<file path="config.mk">
export PLATFORM = sky130hd
export DESIGN_NAME = aq_hpcp_ovf_ctrl
export DESIGN_NICKNAME = d
export VERILOG_FILES = /design/src/rtl/aq_hpcp_ovf_ctrl.sv
export SDC_FILE = /design/constraint.sdc
export NUM_CORES = 1
export LEC_CHECK = 0
export CAP_MARGIN = 20
export CORE_ASPECT_RATIO = 1.4
export CORE_MARGIN = 3
export CORE_UTILIZATION = 30
export DETAILED_ROUTE_END_ITERATION = 8
export DONT_BUFFER_PORTS = 1
export GPL_TIMING_DRIVEN = 0
export RECOVER_POWER = 50
export SYNTH_ARGS = -nofsm -noshare
export SYNTH_HDL_FRONTEND = slang
export SYNTH_SLANG_ARGS = --single-unit
</file>
<file path="constraint.sdc">
create_clock -name cnt_clk -period 2.26 [get_ports cnt_clk]
set_input_delay 0.452 -clock cnt_clk [delete_from_list [all_inputs] [get_ports cnt_clk]]
set_output_delay 0.452 -clock cnt_clk [all_outputs]
set_load 0.01 [all_outputs]
</file>
<file path="src/rtl/aq_hpcp_ovf_ctrl.sv">
// rtl/aq_hpcp_ovf_ctrl.sv - HPCP overflow collector: sticky status, PMU irq, counter freeze
module aq_hpcp_ovf_ctrl #(
  parameter int CNT_NUM = 32
) (
  input  logic               cnt_clk,
  input  logic               cpurst_b,
  input  logic [CNT_NUM-1:0] cnt_of_vec_i,
  input  logic               ovf_wen_i,
  input  logic [CNT_NUM-1:0] ovf_wdata_i,
  input  logic               mask_wen_i,
  input  logic [CNT_NUM-1:0] mask_wdata_i,
  input  logic               freeze_en_i,
  input  logic               lost_clr_i,
  output logic [CNT_NUM-1:0] ovf_status_o,
  output logic [CNT_NUM-1:0] ovf_mask_o,
  output logic               ovf_lost_o,
  output logic               hpcp_int_vld_o,
  output logic               hpcp_freeze_o,
  output logic               ovf_clk_en_o
);

  typedef enum logic {
    IDLE   = 1'b0,
    FROZEN = 1'b1
  } state_e;

  state_e             state_q;
  logic [CNT_NUM-1:0] status_q, status_d;
  logic [CNT_NUM-1:0] mask_q, mask_d;
  logic               lost_q, lost_d;
  logic               int_q, int_d;
  logic               freeze_q;
  logic               lost_hit;

  always_comb begin
    status_d = (ovf_wen_i ? ovf_wdata_i : status_q) | cnt_of_vec_i;
    mask_d   = mask_wen_i ? mask_wdata_i : mask_q;
    // A repeat overflow only counts as lost if software is not clearing that bit now.
    lost_hit = |(cnt_of_vec_i & status_q & (ovf_wen_i ? ovf_wdata_i : {CNT_NUM{1'b1}}));
    lost_d   = lost_hit ? 1'b1 : (lost_clr_i ? 1'b0 : lost_q);
    int_d    = |(status_q & mask_q);
  end

  always_ff @(posedge cnt_clk or negedge cpurst_b) begin
    if (!cpurst_b) begin
      status_q <= '0;
      mask_q   <= '0;
      lost_q   <= 1'b0;
      int_q    <= 1'b0;
    end else begin
      status_q <= status_d;
      mask_q   <= mask_d;
      lost_q   <= lost_d;
      int_q    <= int_d;
    end
  end

  always_ff @(posedge cnt_clk or negedge cpurst_b) begin
    if (!cpurst_b) begin
      state_q  <= IDLE;
      freeze_q <= 1'b0;
    end else begin
      case (state_q)
        IDLE: begin
          if (freeze_en_i && |(cnt_of_vec_i & mask_q)) begin
            state_q  <= FROZEN;
            freeze_q <= 1'b1;
          end
        end
        FROZEN: begin
          if (!freeze_en_i || !(|(status_d & mask_q))) begin
            state_q  <= IDLE;
            freeze_q <= 1'b0;
          end
        end
        default: begin
          state_q  <= IDLE;
          freeze_q <= 1'b0;
        end
      endcase
    end
  end

  // Keep the ICG open for any input event or while registered state still has to settle.
  assign ovf_clk_en_o = (|cnt_of_vec_i) | ovf_wen_i | mask_wen_i | lost_clr_i
                      | (state_q != IDLE) | (int_q != int_d);

  assign ovf_status_o   = status_q;
  assign ovf_mask_o     = mask_q;
  assign ovf_lost_o     = lost_q;
  assign hpcp_int_vld_o = int_q;
  assign hpcp_freeze_o  = freeze_q;

endmodule

</file>
# Yosys cells after proc, flatten, opt, wreduce, memory -nomap -nowiden
# Index checks and enable logic that the tools add are counted.
# totals
reg_bits,68
input_bits,102
# classes
n_reduce_logical,11
muxes,10
n_bitwise,12
eq_ne,3
# ops
cell,n
AND 32 bit,5
OR reduction 32 bit,5
2-to-1 mux 32 bit,2
bitwise OR 32 bit,1
2-to-1 mux 1 bit,6
bitwise OR 1 bit,5
one-hot mux 1 bit (2 select lines),2
zero test 1 bit,2
"inequality test 2 x 1 -> 1 bit, second input constant",1
"inequality test 2 bit, second input constant",1
AND reduction 2 bit,1
nonzero test 2 bit,1
logical AND 1 bit,1
logical OR 1 bit,1
inequality test 1 bit,1
NOT 1 bit,1

# Logic depth before layout (Yosys ltp)
# logic_depth
ltp_word,8
ltp_mapped,8

# Least setup slack after synthesis
# OpenSTA, ideal clock, no wires.
# synth_timing
path_kind,reg2out
startpoint,"register mask_q[0], in the netlist ovf_mask_o[0]"
endpoint,output port ovf_clk_en_o
slack_ns,-0.047
n_path_buf,0
arrival_time_ns,1.855
stages_incl_launch_ff,6
cell_sequence,dfrtp_1 -> a22oi_1 -> nand4_1 -> or4_1 -> xor2_1 -> or4_1
# synth_via
elab_chain_len,4
# synth_lines
item,line,text
start: declaration,29,"logic [CNT_NUM-1:0] mask_q, mask_d;"
start signal: assignment,52,mask_q <= mask_d;
AND 32 bit,41,int_d = |(status_q & mask_q);
OR reduction 32 bit,41,
named net int_d,31,"logic int_q, int_d;"
inequality test 1 bit,86,| (state_q != IDLE) | (int_q != int_d);
bitwise OR 1 bit,86,
end: declaration,19,output logic ovf_clk_en_o
# The timed path passes the listed nets, and every way through them passes these cells.

# Final worst setup path
# layout_timing
startpoint,"register status_q[25], in the netlist ovf_status_o[25]"
endpoint,output port ovf_clk_en_o
# layout_via
elab_chain_len,4
# layout_lines
item,line,text
start: declaration,28,"logic [CNT_NUM-1:0] status_q, status_d;"
start signal: assignment,51,status_q <= status_d;
AND 32 bit,41,
OR reduction 32 bit,41,
named net int_d,31,
inequality test 1 bit,86,
bitwise OR 1 bit,86,
# The timed path passes the listed nets, and every way through them passes these cells.

==> metrics.md <==
| Metric | Value |
|---|---|
| Status | `finished, violations left` |
| Failing checks | `max-capacitance violations, max-slew violations, negative setup slack` |
| Syn Inst Count | `351` |
| Worst Tran Pin Value | `1.75 ns` |
| Root Driver | `clkbuf_16` |
| Multi-input logic area | `2040 µm²` |
| Post-placement cell area | `3940 µm²` |
| Vias | `3422` |
| Post-route cell area | `4300 µm²` |
| Tot Pwr | `between 0.003 and 0.004 W` |
| DR pass1 iterations | `7` |
| CTS Sinks | `68` |
| Wire length per cell | `32.8 µm` |
| Mapped cell area | `3750 µm²` |
| Gpl congestion | `about 0.92` |
| R2R cell count | `6` |
| Largest net degree at the start of global routing | `69` |
| Netlist cell types | `41` |
| CP cell instances | `a22oi_2 -> nand4_1 -> or4_4 -> xor2_1 -> or4_4` |
| CP max FO | `5` |
| Share of cells above drive strength 1 | `25.5%` |
| Peak Freq | `between 300 and 400 MHz` |
| DRT antenna net count | `0` |
| Drt total wl | `16800 µm` |
| Final Cycle Share | `126%` |
| Placement Setup Slack | `-0.368 ns` |
| Final Skew | `0.00456 ns` |
| CTS HTree Levels | `3` |
| Hold path startpoint | `cnt_of_vec_i[5]` |
| Syn Nets | `between 400 and 500` |
| TritonCTS clock tree | `yes` |
| RSZ-0062 raised after global routing | `true` |
| Final hold vios | `0` |
| GRT Resource Usage Total | `between 20% and 30%` |
| Global route total overflow | `0` |
| Total core area | `12000 µm²` |
| Worst hold path endpoint | `ovf_status_o[5]$_DFF_PN0_` |
| Register area share after synthesis | `45.4%` |
| Max Cap Viol | `1` |
| CP required | `roughly 1.8 ns` |
| CTS Buf Count | `9` |
| Reg area | `1730 µm²` |
| Die height | `138 µm` |
| Antenna cells | `0` |
| Startpoint Class | `register` |
| Worst path bufs/invs | `0` |
| Worst EP arrival | `2.40 ns` |
| Vias per cell | `roughly 6.7` |
| Longest Clk Path Bufs | `2` |
| Setup WS post-layout | `-0.591 ns` |
| Min Tclk post-route | `2.85 ns` |
| Pwr dens | `759 nW/µm²` |
| Largest stage delay, worst path | `about 0.55 ns` |
| Final net count | `465` |
| Synth area leaders | `dfrtp_1 (45%), mux2_2 (9.6%), a22oi_1 (8.8%)` |
| Initial antenna violation count | `0` |
| Row cnt | `47` |
| Worst r2r src | `ovf_status_o[23]$_DFF_PN0_` |
| R2R Setup Slk | `0.03 ns` |
| Hold depth | `1` |
| I/O pin count | `170` |
| Area leader, netlist | `dfrtp_1` |
| Finish-stage setup viols | `1` |
| Clock latency on the worst-skew pair | `~0.33 ns` |
| Die footprint | `between 10000 and 15000 µm²` |
| Vias in the first global route | `3520` |
| Pins over their slew limit | `69` |
| Crit path capture type | `primary output` |
| Starting Density | `31.2%` |
| Final core utilization | `35.8%` |
| WP depth | `5` |
| P_leak | `about 1.6 nW` |
| #FFs+latches synth | `68` |
| CP top delay family | `simple AND/OR/NAND/NOR gates` |
| Detail Placement HPWL | `13500 µm` |
| Slew HR | `-16.6%` |
| First DRT Iteration DRCs | `343` |
| Worst hold path class | `input port to register` |
| Warnings, synthesis | `0` |
| Maximum vdd ir drop | `299 µV` |
| Critical path's slowest cell | `or4_4` |
| Filler cells | `1265` |
| Share of the synthesized area in the top cell type | `roughly 45%` |
| Die W | `100 µm` |
| Kind of critical path | `register to primary output` |
| Worst R2R End | `hpcp_freeze_o$_DFFE_PN0P_` |
| Synthesized area per cell | `10.7 µm²` |
| Global-route wire length before repair | `24300 µm` |
| Area delta synth->final | `14.7%` |
| Crit path top cell by count | `or4_4` |
| Worst-path clk slew | `0.05 ns` |
| Port buffer count | `0` |
| DRC viols | `0` |
[area by class of cell]
type / count / area share (%)
flip-flops and latches: 68 / 40.3
well taps: 147 / 4.28
inverters: 3 / 0.262
multi-input cells: 269 / 47.4
plain buffers: 11 / 1.89
repair buffers: 1 / 0.116
clock buffers: 12 / 5.74
[state kept, by name, summed over array words and instances (netlist names)]
signal,count
hpcp_freeze_o,1
hpcp_int_vld_o,1
ovf_lost_o,1
ovf_mask_o,32
ovf_status_o,32
state_q,1
[worst register-to-register path, stage by stage (launching register included)]
cell     delay [ns]
dfrtp_1        0.49
nor2b_1        0.21
o31ai_2        0.35
nand4_1        0.22
nor4_2         0.36
nand4_1        0.18
a311o_1        0.30
[synth_stat cells]
library cell and n:
nor2_1 3, nand2b_1 2, clkbuf_1 4, and2_1 15
o21bai_1 3, or3_1 15, a221oi_2 1, nor3b_1 1
nor2b_1 29, a31o_1 1, nand4_1 20, nand2_1 7
mux2_2 32, or4_1 2, inv_1 3, or2_2 1
a221oi_1 3, and4_1 1, a211o_1 13, a22oi_1 44
nor3_1 2, nor4_1 12, a32oi_1 1, a311o_1 1
mux2_1 1, a311oi_1 1, buf_2 2, o31ai_1 15
and3_1 2, buf_6 5, o22ai_1 1, xor2_1 1
o21ai_0 1, nand3_1 23, o221ai_1 1, and2b_1 4
o211ai_1 1, dfrtp_1 68, a22o_1 4, a31oi_1 3
a21oi_1 2
[cell usage in the layout (no fill, tap or decap), types with 4 or more instances in the layout]
master / netlist / layout
mux2_2: 32 / 32
a22oi_1: 44 / 34
clkbuf_1: 4 / 6
a211o_1: 13 / 13
nor4_1: 12 / 11
a22oi_2: 0 / 10
and2b_1: 4 / 4
or3_1: 15 / 15
a22o_1: 4 / 4
o31ai_1: 15 / 11
dfrtp_2: 0 / 24
clkbuf_16: 0 / 9
nand4_1: 20 / 20
o31ai_2: 0 / 4
buf_6: 5 / 5
nor2b_1: 29 / 29
dfrtp_1: 68 / 44
nand2_1: 7 / 7
nand3_1: 23 / 23
and2_1: 15 / 15
[worst max path at each step]
stage | from | endpoint | slack, ns
after detailed placement | ovf_wen_i | hpcp_freeze_o$_DFFE_PN0P_ | -0.37
final | ovf_status_o[25]$_DFF_PN0_ | ovf_clk_en_o | -0.59
after CTS | ovf_status_o[21]$_DFF_PN0_ | ovf_clk_en_o | -0.57
after global routing | ovf_status_o[13]$_DFF_PN0_ | ovf_clk_en_o | -0.63
after global placement | ovf_wen_i | hpcp_freeze_o$_DFFE_PN0P_ | -0.39
after floorplan | ovf_status_o[3]$_DFF_PN0_ | ovf_clk_en_o | -0.01
[per-layer routing]
metal  vias to the layer above  part of all wire, %  global-route usage [%]
li1                       1432                    -                       -
met1                      1711                   34                    26.6
met3                        45                   12                    9.78
met4                         0                  3.2                    8.87
met5                         -                    0                       0
met2                       234                   51                    40.7
[metrics by stage]
stage               hold WS, ns  TNS, ns  std cells
floorplan                 0.156  -0.0124        351
global placement          0.159    -1.01        498
detailed placement        0.160   -0.957        498
CTS                      0.0139   -0.569        511
global route              0.218   -0.655        511
finish                    0.228   -0.591        511
[cell families (layout without fill, tap and decap cells)]
group | Yosys count | in the layout | synth area share [%]
multiplexers | 33 | 33 | 9.92
flip-flops | 68 | 68 | 45.4
buffers and inverters | 14 | 27 | 2.47
XOR/XNOR | 1 | 1 | 0.234
AND/OR/NAND/NOR | 139 | 139 | 22.0
AO/OA/AOI/OAI | 96 | 96 | 20.0
[report_power, final]
group	leakage (nW)	total (W)	internal (W)	switching, W
Clock	0.120	0.00122	0.000747	0.000477
Combinational	0.723	0.000453	0.000225	0.000228
Sequential	0.717	0.00158	0.00133	0.000255
[what timing repair did]
action / in CTS / in global routing
gates cloned: 0 / 0
pin swaps: 8 / 10
setup endpoints to repair: 3 / 2
gates resized for setup: 24 / 22
buffers inserted: 0 / 0
hold buffers: 1 / 0
endpoints found under the hold margin: 68 / 0
Power figures use the tool's default switching activity.
